## config.mk

```make
export PLATFORM = sky130hd
export DESIGN_NAME = seq_cla_subtractor
export DESIGN_NICKNAME = d
export VERILOG_FILES = /design/src/rtl/seq_arith_pkg.sv /design/src/rtl/cla_slice.sv /design/src/rtl/seq_cla_subtractor.sv
export SDC_FILE = /design/constraint.sdc
export NUM_CORES = 1
export LEC_CHECK = 0
export CAP_MARGIN = 10
export CORE_ASPECT_RATIO = 0.8
export CORE_MARGIN = 5
export CORE_UTILIZATION = 45
export CTS_CLUSTER_DIAMETER = 120
export DETAILED_ROUTE_END_ITERATION = 10
export GPL_TIMING_DRIVEN = 0
export PLACE_DENSITY = 0.76
export RECOVER_POWER = 25
export SYNTH_ARGS = -nofsm -noshare
export SYNTH_HDL_FRONTEND = slang
export SYNTH_SLANG_ARGS = --single-unit
```

## constraint.sdc

```tcl
create_clock -name clk -period 6.05 [get_ports clk]
set_input_delay 0.9075 -clock clk [delete_from_list [all_inputs] [get_ports clk]]
set_output_delay 0.9075 -clock clk [all_outputs]
set_load 0.005 [all_outputs]
```

## src/rtl/seq_arith_pkg.sv

```systemverilog
// Shared constants and state encoding for the multi-cycle arithmetic blocks.
package seq_arith_pkg;

  localparam int unsigned SEQ_WIDTH      = 64;
  localparam int unsigned SEQ_CHUNK      = 16;
  localparam int unsigned SEQ_NUM_CHUNKS = SEQ_WIDTH / SEQ_CHUNK;
  localparam int unsigned SEQ_IDX_W      = $clog2(SEQ_NUM_CHUNKS);

  typedef enum logic [1:0] {
    IDLE = 2'd0,
    BUSY = 2'd1,
    DONE = 2'd2
  } state_e;

endpackage

```

## src/rtl/cla_slice.sv

```systemverilog
// Combinational CHUNK-bit carry-lookahead adder built from 4-bit lookahead groups.
// CHUNK must be a multiple of 4; group carries ripple from one group to the next.
module cla_slice #(
  parameter int unsigned CHUNK = 16
) (
  input  logic [CHUNK-1:0] a,
  input  logic [CHUNK-1:0] b,
  input  logic             cin,
  output logic [CHUNK-1:0] s,
  output logic             cout
);

  localparam int unsigned NumGroups = CHUNK / 4;

  logic [CHUNK-1:0] g;
  logic [CHUNK-1:0] p;
  logic [CHUNK:0]   c;
  logic             term;
  logic             acc;

  assign g = a & b;
  assign p = a ^ b;

  // Each carry inside a group is a flat sum-of-products of the group's g/p and its carry-in.
  always_comb begin
    c    = '0;
    c[0] = cin;
    term = 1'b0;
    acc  = 1'b0;
    for (int gi = 0; gi < int'(NumGroups); gi++) begin
      for (int k = 0; k < 4; k++) begin
        acc = c[gi*4];
        for (int m = 0; m <= k; m++) begin
          acc = acc & p[gi*4+m];
        end
        for (int j = 0; j <= k; j++) begin
          term = g[gi*4+j];
          for (int m = j + 1; m <= k; m++) begin
            term = term & p[gi*4+m];
          end
          acc = acc | term;
        end
        c[gi*4+k+1] = acc;
      end
    end
  end

  assign s    = p ^ c[CHUNK-1:0];
  assign cout = c[CHUNK];

endmodule

```

## src/rtl/seq_cla_subtractor.sv

```systemverilog
// Multi-cycle subtractor: diff = A - B - bin, one CHUNK-bit slice per cycle through a
// single shared CLA slice, computed as A + ~B + ~bin with the carry held between cycles.
module seq_cla_subtractor
  import seq_arith_pkg::*;
#(
  parameter int unsigned WIDTH = SEQ_WIDTH,
  parameter int unsigned CHUNK = SEQ_CHUNK
) (
  input  logic             clk,
  input  logic             rst,
  input  logic             in_valid,
  output logic             in_ready,
  input  logic [WIDTH-1:0] A,
  input  logic [WIDTH-1:0] B,
  input  logic             bin,
  output logic             out_valid,
  input  logic             out_ready,
  output logic [WIDTH-1:0] diff,
  output logic             bout,
  output logic             ovf
);

  localparam int unsigned NumChunks = WIDTH / CHUNK;
  localparam int unsigned IdxW      = (NumChunks > 1) ? $clog2(NumChunks) : 1;
  localparam logic [IdxW-1:0] LastIdx = IdxW'(NumChunks - 1);

  state_e           state_q, state_d;
  logic [WIDTH-1:0] a_q, a_d;
  logic [WIDTH-1:0] nb_q, nb_d;
  logic [WIDTH-1:0] diff_q, diff_d;
  logic             carry_q, carry_d;
  logic             bout_q, bout_d;
  logic             ovf_q, ovf_d;
  logic [IdxW-1:0]  idx_q, idx_d;

  logic [CHUNK-1:0] slice_a;
  logic [CHUNK-1:0] slice_b;
  logic [CHUNK-1:0] slice_s;
  logic             slice_cout;
  logic             accept;

  assign in_ready  = !rst && ((state_q == IDLE) || ((state_q == DONE) && out_ready));
  assign accept    = in_valid && in_ready;
  assign out_valid = (state_q == DONE);
  assign diff      = diff_q;
  assign bout      = bout_q;
  assign ovf       = ovf_q;

  assign slice_a = a_q[32'(idx_q) * CHUNK +: CHUNK];
  assign slice_b = nb_q[32'(idx_q) * CHUNK +: CHUNK];

  cla_slice #(
    .CHUNK(CHUNK)
  ) u_cla_slice (
    .a   (slice_a),
    .b   (slice_b),
    .cin (carry_q),
    .s   (slice_s),
    .cout(slice_cout)
  );

  always_comb begin
    state_d = state_q;
    a_d     = a_q;
    nb_d    = nb_q;
    diff_d  = diff_q;
    carry_d = carry_q;
    bout_d  = bout_q;
    ovf_d   = ovf_q;
    idx_d   = idx_q;

    unique case (state_q)
      IDLE: state_d = IDLE;
      BUSY: begin
        diff_d[32'(idx_q) * CHUNK +: CHUNK] = slice_s;
        carry_d = slice_cout;
        idx_d   = idx_q + IdxW'(1);
        if (idx_q == LastIdx) begin
          state_d = DONE;
          bout_d  = ~slice_cout;
          // Operand signs differ exactly when A's MSB equals the MSB of ~B.
          ovf_d   = (a_q[WIDTH-1] == nb_q[WIDTH-1]) && (slice_s[CHUNK-1] != a_q[WIDTH-1]);
        end
      end
      DONE: begin
        if (out_ready) state_d = IDLE;
      end
      default: state_d = IDLE;
    endcase

    // Covers both a fresh accept from IDLE and an accept overlapping the output handshake.
    if (accept) begin
      state_d = BUSY;
      a_d     = A;
      nb_d    = ~B;
      carry_d = ~bin;
      idx_d   = '0;
    end
  end

  always_ff @(posedge clk) begin
    if (rst) begin
      state_q <= IDLE;
      a_q     <= '0;
      nb_q    <= '0;
      diff_q  <= '0;
      carry_q <= 1'b0;
      bout_q  <= 1'b0;
      ovf_q   <= 1'b0;
      idx_q   <= '0;
    end else begin
      state_q <= state_d;
      a_q     <= a_d;
      nb_q    <= nb_d;
      diff_q  <= diff_d;
      carry_q <= carry_d;
      bout_q  <= bout_d;
      ovf_q   <= ovf_d;
      idx_q   <= idx_d;
    end
  end

endmodule

```

Yosys cells after proc, flatten, opt, wreduce, memory -nomap -nowiden
Cells that the tools add are included.
Widths: inputs -> output; s select.
{ "totals": {"output_inout_bits": 68, "register_bits": 199, "wordCells": 129} }
{ "op_classes": {"muxes": 7, "addsub": 2, "eq_ne": 9, "bitwise_logic": 86, "reduce_logical": 12, "shift": 4} }
{ "ops": {"columns": ["op", "n"], "rows": [
  ["$shiftx 64x7->16", 2],
  ["$bwmux 64", 1],
  ["$not 64->64", 1],
  ["$shift 16x34->64 const A", 1],
  ["$shiftx 16x34->64", 1],
  ["$and 1x1->1", 40],
  ["$or 1x1->1", 40],
  ["$neg 6->34", 1],
  ["$xor 16x16->16", 2],
  ["$and 16x16->16", 1],
  ["$reduce_and 2->1", 3],
  ["$eq 2x2->1 const B", 2],
  ["$logic_and 1x1->1", 4],
  ["$mux 2", 2],
  ["$pmux 2 s2", 1],
  ["$mux 1", 3],
  ["$ne 3x1->1 const B", 1],
  ["$ne 3x3->1 const B", 1],
  ["$add 2x1->2 const B", 1],
  ["$eq 2x1->1 const B", 1],
  ["$logic_not 2->1", 1],
  ["$ne 2x1->1 const B", 1],
  ["$ne 2x2->1 const B", 1],
  ["$not 1->1", 2],
  ["other kinds (6)", 6]
]} }

Depth between registers and ports, before layout
{ "depth": {"word_depth": 36, "ltp_mapped": 22, "mapped_depth_nobuf": 20} }

Cells and area by module
A second synthesis with hierarchy kept.
{ "unflattened": {"hier_cells": 780, "hier_area_um2": 8809.7} }
{ "modules_own_cells": {"columns": ["module", "area_per_inst_um2", "cells_per_inst", "instances"], "rows": [
  ["seq_cla_subtractor", 8234.1, 720, 1],
  ["cla_slice", 575.6, 60, 1]
]} }

Worst setup path before layout
OpenSTA, ideal clock, no wires.
{ "synth_timing": {"path_type": "register to register", "from": "register idx_q[0]", "to": "register ovf_q, in the netlist ovf", "setup_time_ns": 0.120, "slack_ns": 0.339, "t_required_ns": 5.930, "arrival_time_ns": 5.591, "stages_incl_launch_ff": 23, "synth_period_minus_slack_ns": 5.711, "path_cell_list": "dfxtp_1 -> buf_2 -> buf_2 -> mux4_2 -> ha_1 -> a21o_1 -> o21ai_0 -> nand2b_1 -> ha_1 -> o211a_1 -> o21ai_0 -> nand2b_1 -> ha_1 -> o211a_1 -> o21ai_0 -> nor2b_1 -> inv_1 -> ha_1 -> o211a_1 -> or3_1 -> clkbuf_1 -> and3_1 -> o31a_1"} }
{ "synth_between": {"elab_chain_cells": 35, "word_cells_on_any_way": 60} }
{ "synth_lines": {"columns": ["item", "line", "source"], "rows": [
  ["from (decl)", "seq_cla_subtractor.sv:34", "logic [IdxW-1:0] idx_q, idx_d;"],
  ["from (signal assigned)", "seq_cla_subtractor.sv:119", "idx_q <= idx_d;"],
  ["$shiftx 64x7->16 (on tied branches)", "seq_cla_subtractor.sv:49, seq_cla_subtractor.sv:50", null],
  ["$xor 16x16->16", "cla_slice.sv:22", "assign p = a ^ b;"],
  ["$and 1x1->1 (4 in series)", "cla_slice.sv:34", "acc = acc & p[gi*4+m];"],
  ["$or 1x1->1 (4 in series)", "cla_slice.sv:41", "acc = acc | term;"],
  ["$and 1x1->1 (4 in series)", "cla_slice.sv:34", null],
  ["$or 1x1->1 (4 in series)", "cla_slice.sv:41", null],
  ["$and 1x1->1 (4 in series)", "cla_slice.sv:34", null],
  ["$or 1x1->1 (4 in series)", "cla_slice.sv:41", null],
  ["$and 1x1->1 (3 in series)", "cla_slice.sv:34", null],
  ["$or 1x1->1 (3 in series)", "cla_slice.sv:41", null],
  ["$xor 16x16->16", "cla_slice.sv:48", "assign s = p ^ c[CHUNK-1:0];"],
  ["$ne 1x1->1", "seq_cla_subtractor.sv:82", "ovf_d = (a_q[WIDTH-1] == nb_q[WIDTH-1]) && (slice_s[CHUNK-1] != a_q[WIDTH-1]);"],
  ["$logic_and 1x1->1", "seq_cla_subtractor.sv:82", null],
  ["to (signal assigned)", "seq_cla_subtractor.sv:118", "ovf_q <= ovf_d;"],
  ["to (decl)", "seq_cla_subtractor.sv:33", "logic ovf_q, ovf_d;"]
]} }
Parallel ways exist; a longest one is shown, timed or not.
A chain may end at the register's enable or synchronous reset.

Worst setup path in the final report
Same ends and word-level chain as after synthesis.

==> run metrics <==
CP most frequent cell=ha_1; Design Power=around 3.3 mW; status=finished clean; clock transition at the register clock pins on the worst setup and hold paths after CTS=around 0.070 ns; worst min-delay path startpoint=a_q[41]; PwrDens=roughly 280 mW/mm^2; Worst Hold Path EP=a_q[41]; final hold slack=approximately 0.47 ns; number of placement rows=between 40 and 50; crit end category=flop; Slew Viols, Final=0; Via density=~5.6; min Tclk post-route=roughly 5.7 ns; Core Area=roughly 0.019 mm^2; CP startpoint kind=flop; CTS tree=yes; reg2reg setup slack=between 0.3 and 0.4 ns; Mapped Cells=875; First-pass DRT Iterations=5; Post-CTS Hold Buffers=0; synth unique cells=a little over 40; Final setup viols=0; number of remaining DRC errors=0; layout cells sized above 1=roughly a tenth; Top delay family on crit path=compound AO/OA/AOI/OAI gates; endpoints failing hold=0; Critical Path Max Stage Delay=0.62 ns; Cell Area, Synth=0.00850 mm^2; Clock Skews=between 0.015 and 0.02 ns; Die H=roughly 130 um; EDFF count, synth=0; RR Endpoint=ovf; RSZ-0062 raised after global routing=no; Avg Cell Area, Syn=9.72 um^2; number of nets in the layout=~1.3k; gpl congestion=about 0.9; critical path fanouts, max=10; Arr. time, crit path=around 6 ns; TritonCTS Buffers=17; final worst-path cycle share=94.8%; Syn-to-layout area delta=35.6%; Fillers=~1.6k; syn_nets=approximately 1.0k; Crit path required time=between 6 and 7 ns; detailed placement HPWL=between 20000 and 25000 um; leak pwr=~4.5 nW; CP Cell Sequence=buf_6 > buf_6 > mux4_2 > ha_1 > a21o_1 > o21ai_2 > nand2b_1 > ha_1 > o211a_1 > o21ai_4 > nand2b_1 > ha_1 > o211a_1 > o21ai_4 > nor2b_2 > inv_1 > ha_1 > o211a_1 > or3_1 > clkbuf_1 > and3_1 > o31a_1; slew margin rel.=between 40 and 50%; vias in the first global route=7571; Vias=~7.6k; Ys Warns=0; Worst-Skew Late Latency=0.45 ns; # Post-CTS Setup Buffers=0; CTS sink count=approximately 200; WHS Path Cells=2; CP Class=reg2reg; sequential share of the synthesized area=46.8%; ys flop type=dfxtp_1; Yosys reg bits=199; worst slew pin tran=~0.8 ns; FF-to-FF path depth=22; Initial DRC Count=a little under 800; die width=roughly 160 um; max frequency=0.174 GHz; VDD IR max=0.197 mV; first-pass GRT wire length=~42000 um; CP max-delay cell=mux4_2; Routed Antenna Nets=0; largest net degree at the start of global routing=19; pre-CTS WS=-1.11 ns; min setup slack post-route=roughly 0.31 ns; GRT Util Overall=about a quarter; root buf cell=clkbuf_16; Inst Count DP=between 1k and 1.5k; R2R Path Start=idx_q[0]; Initial Util=roughly 45%; # port buffers=200; initial antenna violation count=0; full die area=0.0218 mm^2; MaxCap Viol Count=0; routed wire length=between 20000 and 30000 um; clk buf depth=2; number of top-level pins=201; htree depth=4; total gr overflow=0; CP Buf/Inv Count=4; Final Non-Filler Cells=~1.4k; ANT cells=0; DR WL/cell=roughly 20 um; Tightest Hold Check Type=reg2reg; Post-synth ARST share=0%
[worst max-delay path by stage]
stage	slack, ns	endpoint	startpoint	depth (start not counted)
after CTS	0.05	ovf	idx_q[0]	22
after global placement	-0.91	ovf	idx_q[1]	22
after detailed placement	-1.11	ovf	idx_q[1]	21
after floorplan	0.34	ovf	idx_q[0]	22
final	0.31	ovf	idx_q[0]	22
after global routing	0.03	ovf	idx_q[0]	22
[final cells by class]
cell class              count  area [um^2]  area share, %
multi-input cells         593         4160           36.1
flip-flops and latches    199         3990           34.6
repair buffers            200         2000           17.4
clock buffers              18          439           3.81
plain buffers              68          354           3.07
well taps                 258          323           2.80
clock inverters            14          209           1.81
inverters                  15         56.3          0.488
[synthesized netlist by cell type (all sizes together) (17+ instances only)]
cell type	instances	share of area, %
a211oi	64	5.6
a22oi	17	1.5
a32oi	32	3.3
buf	34	2.5
clkbuf	34	1.5
dfxtp	199	47
ha	26	3.8
mux4	32	8.5
nand2	73	3.2
nand2b	68	5.0
nor2	133	5.9
o21ai	72	4.2
[what timing repair did]
item | CTS | global route
endpoints found under the setup margin | 19 | 10
gates resized for setup | 10 | 11
pin swaps | 0 | 0
[kinds of logic after synthesis]
logic type / after synthesis / synth area share [%]
and+or+nand+nor: 304 / 16.7
adders and majority gates: 30 / 4.77
muxes: 32 / 8.47
AOI/OAI and AO/OA: 222 / 18.1
DFF: 199 / 46.8
buffers and inverters: 83 / 4.62
xor gates and xnor gates: 5 / 0.515
[report_power, final]
part | switching (mW) | leakage, nW | internal, mW
Clock | 0.545 | 0.308 | 0.716
Sequential | 0.0461 | 1.63 | 1.39
Combinational | 0.295 | 2.56 | 0.271
Total | 0.886 | 4.50 | 2.37
[worst min-delay path, stage by stage (launching register included)]
cell and delay [ns]:
dfxtp_1 0.31, nand2b_1 0.06, o21ai_1 0.05
[routing by layer]
layer  track usage [%]  part of all wire [%]
met4              7.69                   2.6
met2              38.8                    45
met3              7.66                    10
met1              34.3                    43
met5                 0                     0
[stage by stage]
step                utilization (%)  TNS [ns]  cell area [um^2]
finish                         61.3         0             11500
global route                   61.3         0             11500
CTS                            61.2         0             11500
detailed placement             57.6    -12.96             10800
global placement               57.6     -9.60             10800
floorplan                         -         0              8500
[cell usage in the layout, fill, tap and decap left out, drive strengths merged, types with 2 or more instances in the layout]
cell,instances
o21a,5
o21ai,72
nand2b,68
a2bb2oi,16
or3,8
a32oi,32
and3,2
nand4,2
dfxtp,199
nor2b,4
a22oi,17
mux4,32
nor2,133
clkbuf,52
fa,4
nand2,73
ha,26
xnor2,5
o211a,4
buf,34
a211oi,64
clkinvlp,3
nor3,4
a21o,4
bufinv,4
dlygate4sd3,66
a21oi,6
inv,22
clkdlybuf4s50,134
[sequential cells by signal, indices dropped and copies added (netlist names)]
register and cells:
a_q 64, diff 64, nb_q 64, idx_q 2, state_q 2, bout 1
carry_q 1, ovf 1
Power figures use the tool's default switching activity.
